### src/rtl/rx_char_fifo_if.sv
// Handshake and status bundle between the UART-side character FIFO and its users.
interface rx_char_fifo_if #(
    parameter int unsigned DEPTH_LOG2 = 4
) ();
    logic [7:0]          i_rx_data;
    logic                i_rx_strobe;
    logic [7:0]          o_char;
    logic                o_valid;
    logic                i_ready;
    logic [DEPTH_LOG2:0] o_level;
    logic                o_overflow;
    logic                i_clear_ovf;
    logic                o_cts;
    logic [7:0]          o_tx_data;
    logic                o_tx_valid;
    logic                i_tx_ready;

    // Receiver, controller and transmitter side.
    modport master (
        output i_rx_data, i_rx_strobe, i_ready, i_clear_ovf, i_tx_ready,
        input  o_char, o_valid, o_level, o_overflow, o_cts, o_tx_data, o_tx_valid
    );

    // FIFO side.
    modport slave (
        input  i_rx_data, i_rx_strobe, i_ready, i_clear_ovf, i_tx_ready,
        output o_char, o_valid, o_level, o_overflow, o_cts, o_tx_data, o_tx_valid
    );
endinterface

### src/rtl/rx_char_fifo.sv
// First-word fall-through receive buffer with hysteretic CTS flow control.
// Optional XON/XOFF generator enabled by defining RX_CHAR_FIFO_XONXOFF_EN.
module rx_char_fifo #(
    parameter int unsigned DEPTH_LOG2 = 4,
    parameter int unsigned HIGH_MARK  = 12,
    parameter int unsigned LOW_MARK   = 4
) (
    input  logic          i_clk,
    input  logic          i_rst,
    rx_char_fifo_if.slave bus
);
    localparam int unsigned AW    = DEPTH_LOG2;
    localparam int unsigned LW    = DEPTH_LOG2 + 1;
    localparam int unsigned DEPTH = 1 << DEPTH_LOG2;

    logic [7:0]    mem [DEPTH];
    logic [AW-1:0] wr_ptr, rd_ptr, rd_ptr_next;
    logic [LW-1:0] level, level_next;
    logic          full, pop, push, drop, cts_next;
    logic [7:0]    char_next;

    always_comb begin
        full        = (level == LW'(DEPTH));
        pop         = bus.o_valid & bus.i_ready;
        push        = bus.i_rx_strobe & (~full | pop);
        drop        = bus.i_rx_strobe & full & ~pop;
        level_next  = level + LW'(push) - LW'(pop);
        rd_ptr_next = pop ? rd_ptr + AW'(1) : rd_ptr;

        // Head byte may be the one being written this cycle (empty, or last byte popped).
        if (level_next == '0)
            char_next = bus.o_char;
        else if (push && (wr_ptr == rd_ptr_next))
            char_next = bus.i_rx_data;
        else
            char_next = mem[rd_ptr_next];

        if (level_next >= LW'(HIGH_MARK))
            cts_next = 1'b0;
        else if (level_next <= LW'(LOW_MARK))
            cts_next = 1'b1;
        else
            cts_next = bus.o_cts;
    end

    always_ff @(posedge i_clk) begin
        if (push)
            mem[wr_ptr] <= bus.i_rx_data;
    end

    always_ff @(posedge i_clk or posedge i_rst) begin
        if (i_rst) begin
            wr_ptr         <= '0;
            rd_ptr         <= '0;
            level          <= '0;
            bus.o_level    <= '0;
            bus.o_valid    <= 1'b0;
            bus.o_char     <= 8'h00;
            bus.o_overflow <= 1'b0;
            bus.o_cts      <= 1'b1;
        end else begin
            if (push)
                wr_ptr <= wr_ptr + AW'(1);
            rd_ptr      <= rd_ptr_next;
            level       <= level_next;
            bus.o_level <= level_next;
            bus.o_valid <= (level_next != '0);
            bus.o_char  <= char_next;
            // A drop in the same cycle as a clear keeps the flag set.
            if (drop)
                bus.o_overflow <= 1'b1;
            else if (bus.i_clear_ovf)
                bus.o_overflow <= 1'b0;
            bus.o_cts <= cts_next;
        end
    end

`ifdef RX_CHAR_FIFO_XONXOFF_EN
    localparam logic [7:0] XOFF = 8'h13;
    localparam logic [7:0] XON  = 8'h11;

    typedef enum logic [1:0] {
        ST_GO        = 2'd0,
        ST_SEND_XOFF = 2'd1,
        ST_STOP      = 2'd2,
        ST_SEND_XON  = 2'd3
    } fc_state_t;

    fc_state_t  state, state_next;
    logic       tx_valid_next;
    logic [7:0] tx_data_next;

    always_ff @(posedge i_clk or posedge i_rst) begin
        if (i_rst) begin
            state          <= ST_GO;
            bus.o_tx_valid <= 1'b0;
            bus.o_tx_data  <= 8'h00;
        end else begin
            state          <= state_next;
            bus.o_tx_valid <= tx_valid_next;
            bus.o_tx_data  <= tx_data_next;
        end
    end

    // Pending control bytes are always completed before reacting to a new CTS level.
    always_comb begin
        state_next = state;
        case (state)
            ST_GO:        if (!bus.o_cts)     state_next = ST_SEND_XOFF;
            ST_SEND_XOFF: if (bus.i_tx_ready) state_next = ST_STOP;
            ST_STOP:      if (bus.o_cts)      state_next = ST_SEND_XON;
            ST_SEND_XON:  if (bus.i_tx_ready) state_next = ST_GO;
            default:                          state_next = ST_GO;
        endcase
    end

    always_comb begin
        tx_valid_next = 1'b0;
        tx_data_next  = 8'h00;
        case (state_next)
            ST_SEND_XOFF: begin
                tx_valid_next = 1'b1;
                tx_data_next  = XOFF;
            end
            ST_SEND_XON: begin
                tx_valid_next = 1'b1;
                tx_data_next  = XON;
            end
            default: ;
        endcase
    end
`else
    logic unused_tx_ready;
    assign unused_tx_ready = bus.i_tx_ready;

    always_ff @(posedge i_clk or posedge i_rst) begin
        if (i_rst) begin
            bus.o_tx_valid <= 1'b0;
            bus.o_tx_data  <= 8'h00;
        end else begin
            bus.o_tx_valid <= 1'b0;
            bus.o_tx_data  <= 8'h00;
        end
    end
`endif

endmodule

### src/flat_wrapper.sv
// flat-port wrapper written by rule: the top's interface ports become plain ports
module rx_char_fifo_flat 
#(
    parameter int unsigned DEPTH_LOG2 = 4,
    parameter int unsigned HIGH_MARK  = 12,
    parameter int unsigned LOW_MARK   = 4
)
  (i_clk, i_rst, bus_i_rx_data, bus_i_rx_strobe, bus_i_ready, bus_i_clear_ovf, bus_i_tx_ready, bus_o_char, bus_o_valid, bus_o_level, bus_o_overflow, bus_o_cts, bus_o_tx_data, bus_o_tx_valid);
  rx_char_fifo_if #(.DEPTH_LOG2(DEPTH_LOG2)) bus_i ();
  input  logic i_clk;
  input  logic i_rst;
  input wire logic [$bits(bus_i.i_rx_data)-1:0] bus_i_rx_data;
  input wire logic [$bits(bus_i.i_rx_strobe)-1:0] bus_i_rx_strobe;
  input wire logic [$bits(bus_i.i_ready)-1:0] bus_i_ready;
  input wire logic [$bits(bus_i.i_clear_ovf)-1:0] bus_i_clear_ovf;
  input wire logic [$bits(bus_i.i_tx_ready)-1:0] bus_i_tx_ready;
  output wire logic [$bits(bus_i.o_char)-1:0] bus_o_char;
  output wire logic [$bits(bus_i.o_valid)-1:0] bus_o_valid;
  output wire logic [$bits(bus_i.o_level)-1:0] bus_o_level;
  output wire logic [$bits(bus_i.o_overflow)-1:0] bus_o_overflow;
  output wire logic [$bits(bus_i.o_cts)-1:0] bus_o_cts;
  output wire logic [$bits(bus_i.o_tx_data)-1:0] bus_o_tx_data;
  output wire logic [$bits(bus_i.o_tx_valid)-1:0] bus_o_tx_valid;
  assign bus_i.i_rx_data = bus_i_rx_data;
  assign bus_i.i_rx_strobe = bus_i_rx_strobe;
  assign bus_i.i_ready = bus_i_ready;
  assign bus_i.i_clear_ovf = bus_i_clear_ovf;
  assign bus_i.i_tx_ready = bus_i_tx_ready;
  assign bus_o_char = bus_i.o_char;
  assign bus_o_valid = bus_i.o_valid;
  assign bus_o_level = bus_i.o_level;
  assign bus_o_overflow = bus_i.o_overflow;
  assign bus_o_cts = bus_i.o_cts;
  assign bus_o_tx_data = bus_i.o_tx_data;
  assign bus_o_tx_valid = bus_i.o_tx_valid;
  rx_char_fifo #(.DEPTH_LOG2(DEPTH_LOG2), .HIGH_MARK(HIGH_MARK), .LOW_MARK(LOW_MARK)) u_core (.i_clk(i_clk), .i_rst(i_rst), .bus(bus_i));
endmodule
### config.mk
export PLATFORM = sky130hd
export DESIGN_NAME = rx_char_fifo_flat
export DESIGN_NICKNAME = d
export VERILOG_FILES = /design/src/rtl/rx_char_fifo_if.sv /design/src/rtl/rx_char_fifo.sv /design/src/flat_wrapper.sv
export SDC_FILE = /design/constraint.sdc
export NUM_CORES = 1
export LEC_CHECK = 0
export BUFFER_PORTS_ARGS = -buffer_cell sky130_fd_sc_hd__buf_4
export CORE_MARGIN = 4
export CORE_UTILIZATION = 28
export DETAILED_ROUTE_END_ITERATION = 16
export PLACE_DENSITY = 0.44
export REMOVE_ABC_BUFFERS = 1
export SLEW_MARGIN = 10
export SYNTH_ARGS = -nofsm -noshare
export SYNTH_HDL_FRONTEND = slang
export SYNTH_SLANG_ARGS = --single-unit
### constraint.sdc
create_clock -name i_clk -period 3.65 [get_ports i_clk]
set_input_delay 0.365 -clock i_clk [delete_from_list [all_inputs] [get_ports i_clk]]
set_output_delay 0.365 -clock i_clk [all_outputs]
set_load 0.05 [all_outputs]
== Yosys cells after proc, flatten, opt, wreduce, memory -nomap -nowiden ==
Memories as Yosys holds them, arrays and structs flattened. A register that Yosys moved wholly into a read port is not among the register bits.
Index checks and enable logic that the tools add are counted.
Storage, ports and cells
  register bits: 16
  memory bits (writable): 128
  input bits: 14
  output and inout bits: 25
  logic and storage cells: 33
  memories: 1
Memories
  u_core.mem: words 16, bits a word 8, read ports 1, clocked after Yosys merged registers in 1, wr ports 1, RTL line rx_char_fifo.sv:16  | logic [7:0] mem [DEPTH];
Operators by class
  $add $sub $neg: 4
  $lt $le $gt $ge: 2
  equal/unequal tests: 1
  mux-type cells: 7
  bitwise gates (word level): 7
  reduce and logical (&&, ||, !) cells: 5
Operators with widths (count)
  4-bit by 1-bit adder with 4-bit output, second input constant: 2
  1-bit two-way mux: 6
  5-bit by 1-bit adder with 5-bit output: 1
  5-bit == test, second input constant: 1
  5-bit by 4-bit >= comparator with 1-bit output, second input constant: 1
  5-bit by 3-bit less-or-equal comparator with 1-bit output, second input constant: 1
  5-bit zero test: 1
  5-bit nonzero test: 1
  5-bit by 1-bit subtractor with 5-bit output: 1
  1-bit bitwise AND: 4
  4-bit two-way mux: 1
  2-bit nonzero test: 2
  1-bit NOT: 2
  1-bit zero test: 1
  1-bit bitwise OR: 1

== Depth between registers and ports, before layout ==
  word-level depth: 9
  depth in mapped cells: 16

== Worst setup path before layout ==
Ideal clock, no wire load.
  path type: register to register
  from: register u_core.bus.o_valid
  to: register u_core.bus.o_char[1] (read register of u_core.mem)
  setup time: 0.087 ns
  arrival time: 3.664 ns
  required time: 3.563 ns
  setup slack: -0.101 ns
  cell stages (with the launch flop): 17
  buffers on the path: 3
  clock period less this slack: 3.751 ns
  cell sequence: dfrtp_1 > nand2_2 > inv_4 > buf_2 > clkbuf_1 > ha_1 > inv_1 > ha_1 > fa_1 > a21oi_1 > o21bai_1 > xnor2_1 > or3_1 > clkbuf_1 > inv_1 > or4_1 > o211ai_1
On the way
  cells in the longest elaborated chain, start to end: 7
  elaborated cells on any way between the ends: 8
  those cells by class: 2 x add/sub; 1 x mux; 3 x bitwise; 2 x reduce/logical
Ends and longest elaborated chain
  start: declaration: RTL line rx_char_fifo_if.sv:27  | output o_char, o_valid, o_level, o_overflow, o_cts, o_tx_data, o_tx_valid
  start signal: assignment: RTL line rx_char_fifo.sv:67  | bus.o_valid <= (level_next != '0);
  1-bit bitwise AND *: RTL line rx_char_fifo.sv:24  | pop = bus.o_valid & bus.i_ready;
  1-bit bitwise OR: RTL line rx_char_fifo.sv:25  | push = bus.i_rx_strobe & (~full | pop);
  1-bit bitwise AND: RTL line rx_char_fifo.sv:25
  5-bit by 1-bit adder with 5-bit output: RTL line rx_char_fifo.sv:27  | level_next = level + LW'(push) - LW'(pop);
  5-bit by 1-bit subtractor with 5-bit output *: RTL line rx_char_fifo.sv:27
  named net u_core.level_next[4]: RTL line rx_char_fifo.sv:18  | logic [LW-1:0] level, level_next;
  5-bit zero test *: RTL line rx_char_fifo.sv:31  | if (level_next == '0)
  1-bit zero test (no source line) *
  end: declaration: RTL line rx_char_fifo_if.sv:27
Mark *: on every way through the listed nets, which the timed path passes. The rest lies on a longest branch.
A chain may end at the register's enable or synchronous reset.

==> summary.txt <==
STA
  • Tcrit/Tclk final: 90.3%
  • RSZ-0062 raised after global routing: no
  • Slew @ Worst Pin: 1.09 ns
  • TNS Setup: 0 ns
  • Setup slack after layout: 0.354 ns
  • Rel. slew slack: 27.1%
  • Clock Skew: 0.0127 ns
  • Final hold violations: 0
  • Final setup fails: 0
  • Fin crit period: 3.30 ns
  • F_max: 0.303 GHz
  • Max-slew violation count: 0

Yosys
  • Synthesized area per cell: 11.4 µm²
  • Synth Warn #: 0
  • Top post-synthesis cells by count: edfxtp_1, a21oi_1, nor2_1
  • Top cell type's share of synthesized area: 51.1%
  • Cell with the most instances after synthesis: edfxtp_1
  • Unique masters post-synth: 51
  • EDFF count, synth: 128
  • Asr flop ratio synth: 15.8%
  • Synth area leaders: edfxtp_1, dfrtp_1, a21oi_1
  • Post-synthesis cell count: 657
  • Largest area contributor in the netlist: edfxtp_1
  • Proportion of synthesized chip area in sequential cells: 59.1%
  • Seq cells post-synth: 152
  • Ys flop type: edfxtp_1
  • Mapped cell area: 7520 µm²

Route
  • 1st-iter DRT viols: 351
  • Total length of routed wires: 21000 µm
  • Routed len/inst: 20.7 µm
  • DRT antenna net count: 0
  • 1st-pass router iterations: 5
  • Drt drc: 0
  • Via density: 5.30
  • Via Count: 5383

GRT
  • Largest net degree at the start of global routing: 61
  • Antenna violations before repair: 0
  • First-pass GRT wire length: 32100 µm
  • Gr usage total: 14.5%
  • Vias in the first global route: 5322
  • Grt ovf: 0

Floorplan
  • Die area: 29500 µm²
  • Die X: 172 µm
  • Area of the core: 26200 µm²
  • Die Y: 172 µm
  • Core Rows: 59
  • Initial core utilization: 28.7%
  • Num ports: 39

Placement
  • # port buffers: 28
  • Pre-CTS setup slack: 0.270 ns
  • Post-DP HPWL: 12700 µm
  • Global placement routability congestion: 0.803
  • Dpl cell area: 8000 µm²

Power
  • Leak Pwr: 3.02 nW
  • Peak supply drop: 0.000672 V
  • PwrDens: 943 nW/µm²

Clock tree
  • CTS root buf: clkbuf_16
  • Clock sinks: 152
  • Post-cts sizing count: 0
  • CTS tree: built
  • Post-CTS setup buffer count: 0
  • CTS H-tree depth: 4
  • Clk buf depth: 2
  • Clk_lat worst skew: 0.43 ns
  • Post-CTS Hold Fix Bufs: 0
  • Cts bufs inserted: 17
  • Clk pin slew, worst setup/hold paths: 0.06 ns

Worst setup path
  • Crit path kind: flip-flop to flip-flop
  • Startpoint Class: flip-flop
  • WP data required: 4.00 ns
  • Crit path capture type: flip-flop
  • Crit Path Max Fanout: 8
  • Crit path arrival time: 3.64 ns

Cells and area
  • Layout cells sized above 1: 14.9%
  • P&R area growth vs syn: 14.9%
  • Multi-input logic area: 2640 µm²
  • Reg area: 4450 µm²
  • FILL cells: 2596
  • Diode count: 0
  • Layout Cell Area excl Fill: 8640 µm²
  • Final Net Count: 693

Min path
  • HP Class: input port to flip-flop

Status
  • Status: complete, no violations

Job
  • Max Cap Viol: 0
## metrics by stage
step	cells	hold WS (ns)	total power, mW	util [%]
after global routing	1015	0.112	8.69	33.0
after floorplan	603	0.379	4.91	-
after global placement	983	0.488	6.16	30.5
after detailed placement	983	0.496	6.23	30.5
final	1015	0.132	8.15	33.0
after CTS	1015	0.105	8.19	32.9
## layout make-up
cell class / count / share of cell area, %
tap: 335 / 4.85
clock buffer: 20 / 5.05
timing repair buffer: 45 / 3.91
inverter: 42 / 1.90
multi-input combinational: 409 / 30.5
clock inverter: 12 / 2.30
sequential: 152 / 51.5
## worst max-delay path, cell delays in order, from the launching register on
cell	delay, ns
dfrtp_1	0.41
inv_1	0.09
ha_1	0.15
nand4_1	0.13
nand2_1	0.22
clkinvlp_4	0.21
ha_1	0.25
fa_1	0.42
a21oi_1	0.16
o21bai_1	0.11
xnor2_2	0.23
or3_1	0.17
inv_1	0.04
or4_1	0.52
o211ai_1	0.10
## cells by family (layout without fill, tap and decap cells)
group                      Yosys count  count (layout)  share of synthesized area [%]
muxes                               13              13                           2.25
other                                1               9                         0.0499
and+or+nand+nor                    156             156                           10.3
xor gates and xnor gates            14              14                           1.98
buffers and inverters              104             119                           6.49
AOI/OAI and AO/OA                  205             205                           17.7
adders and majority gates           12              12                           2.10
DFF                                152             152                           59.1
## final timing paths
path                       depth (start not counted)  slack, ns                            start                                end
setup / recovery                                  14       0.35  u_core.bus.o_level[3]$_DFF_PP0_   u_core.bus.o_char[1]$_DFFE_PP0P_
hold / removal                                     2       0.13                  bus_i_clear_ovf  u_core.bus.o_overflow$_DFFE_PP0P_
setup reg to reg                                  14       0.35  u_core.bus.o_level[3]$_DFF_PP0_   u_core.bus.o_char[1]$_DFFE_PP0P_
hold reg to reg                                    2       0.50     u_core.bus.o_cts$_DFFE_PP1P_       u_core.bus.o_cts$_DFFE_PP1P_
max in group asynchronous                          2       2.70                            i_rst         u_core.rd_ptr[0]$_DFF_PP0_
min in group asynchronous                          2       0.21                            i_rst    u_core.bus.o_level[3]$_DFF_PP0_
## cell usage in the layout (no fill, tap or decap), types with 3 or more instances in the layout
| cell | count |
|---|---|
| conb_1 | 9 |
| nor3_1 | 14 |
| nor2_1 | 53 |
| nand2_1 | 23 |
| o21ai_1 | 9 |
| buf_4 | 45 |
| a311oi_1 | 14 |
| clkbuf_1 | 3 |
| a2111oi_0 | 4 |
| o21ai_0 | 27 |
| dfrtp_1 | 21 |
| and3_1 | 5 |
| ha_1 | 10 |
| a21oi_1 | 58 |
| a211oi_1 | 23 |
| mux2_2 | 10 |
| xor2_1 | 4 |
| edfxtp_1 | 128 |
| nand3_1 | 5 |
| o211a_1 | 7 |
| a221oi_1 | 7 |
| inv_1 | 37 |
| clkbuf_16 | 17 |
| a31oi_1 | 7 |
| nor3_2 | 4 |
| bufinv_16 | 5 |
| o211ai_1 | 21 |
| o22ai_1 | 18 |
| xnor2_1 | 7 |
| nor2b_1 | 9 |
| nand4_1 | 3 |
| or3_1 | 8 |
| nor4_1 | 15 |
| and2_1 | 14 |
| o221ai_1 | 7 |
| clkinvlp_4 | 4 |
## report_power, final
group	switching, mW	total (mW)	internal [mW]
sequential	0.197	2.38	2.18
combinational	2.53	3.84	1.31
clock	0.720	1.93	1.21
total	3.45	8.15	4.70
## state kept, by name, summed over array words and instances, names as in the netlist
signal                 cells
u_core.mem               128
u_core.bus.o_char          8
u_core.bus.o_level         5
u_core.rd_ptr              4
u_core.wr_ptr              4
u_core.bus.o_cts           1
u_core.bus.o_overflow      1
u_core.bus.o_valid         1
## routing by layer
layer	track usage, %	up-vias	share of wire (%)
met3	4.00	17	6.4
met1	20.4	2709	46
met4	4.03	0	1.0
met2	22.1	175	46
li1	-	2482	-
met5	0	-	0
No activity file was read; power rests on OpenSTA's default activity.
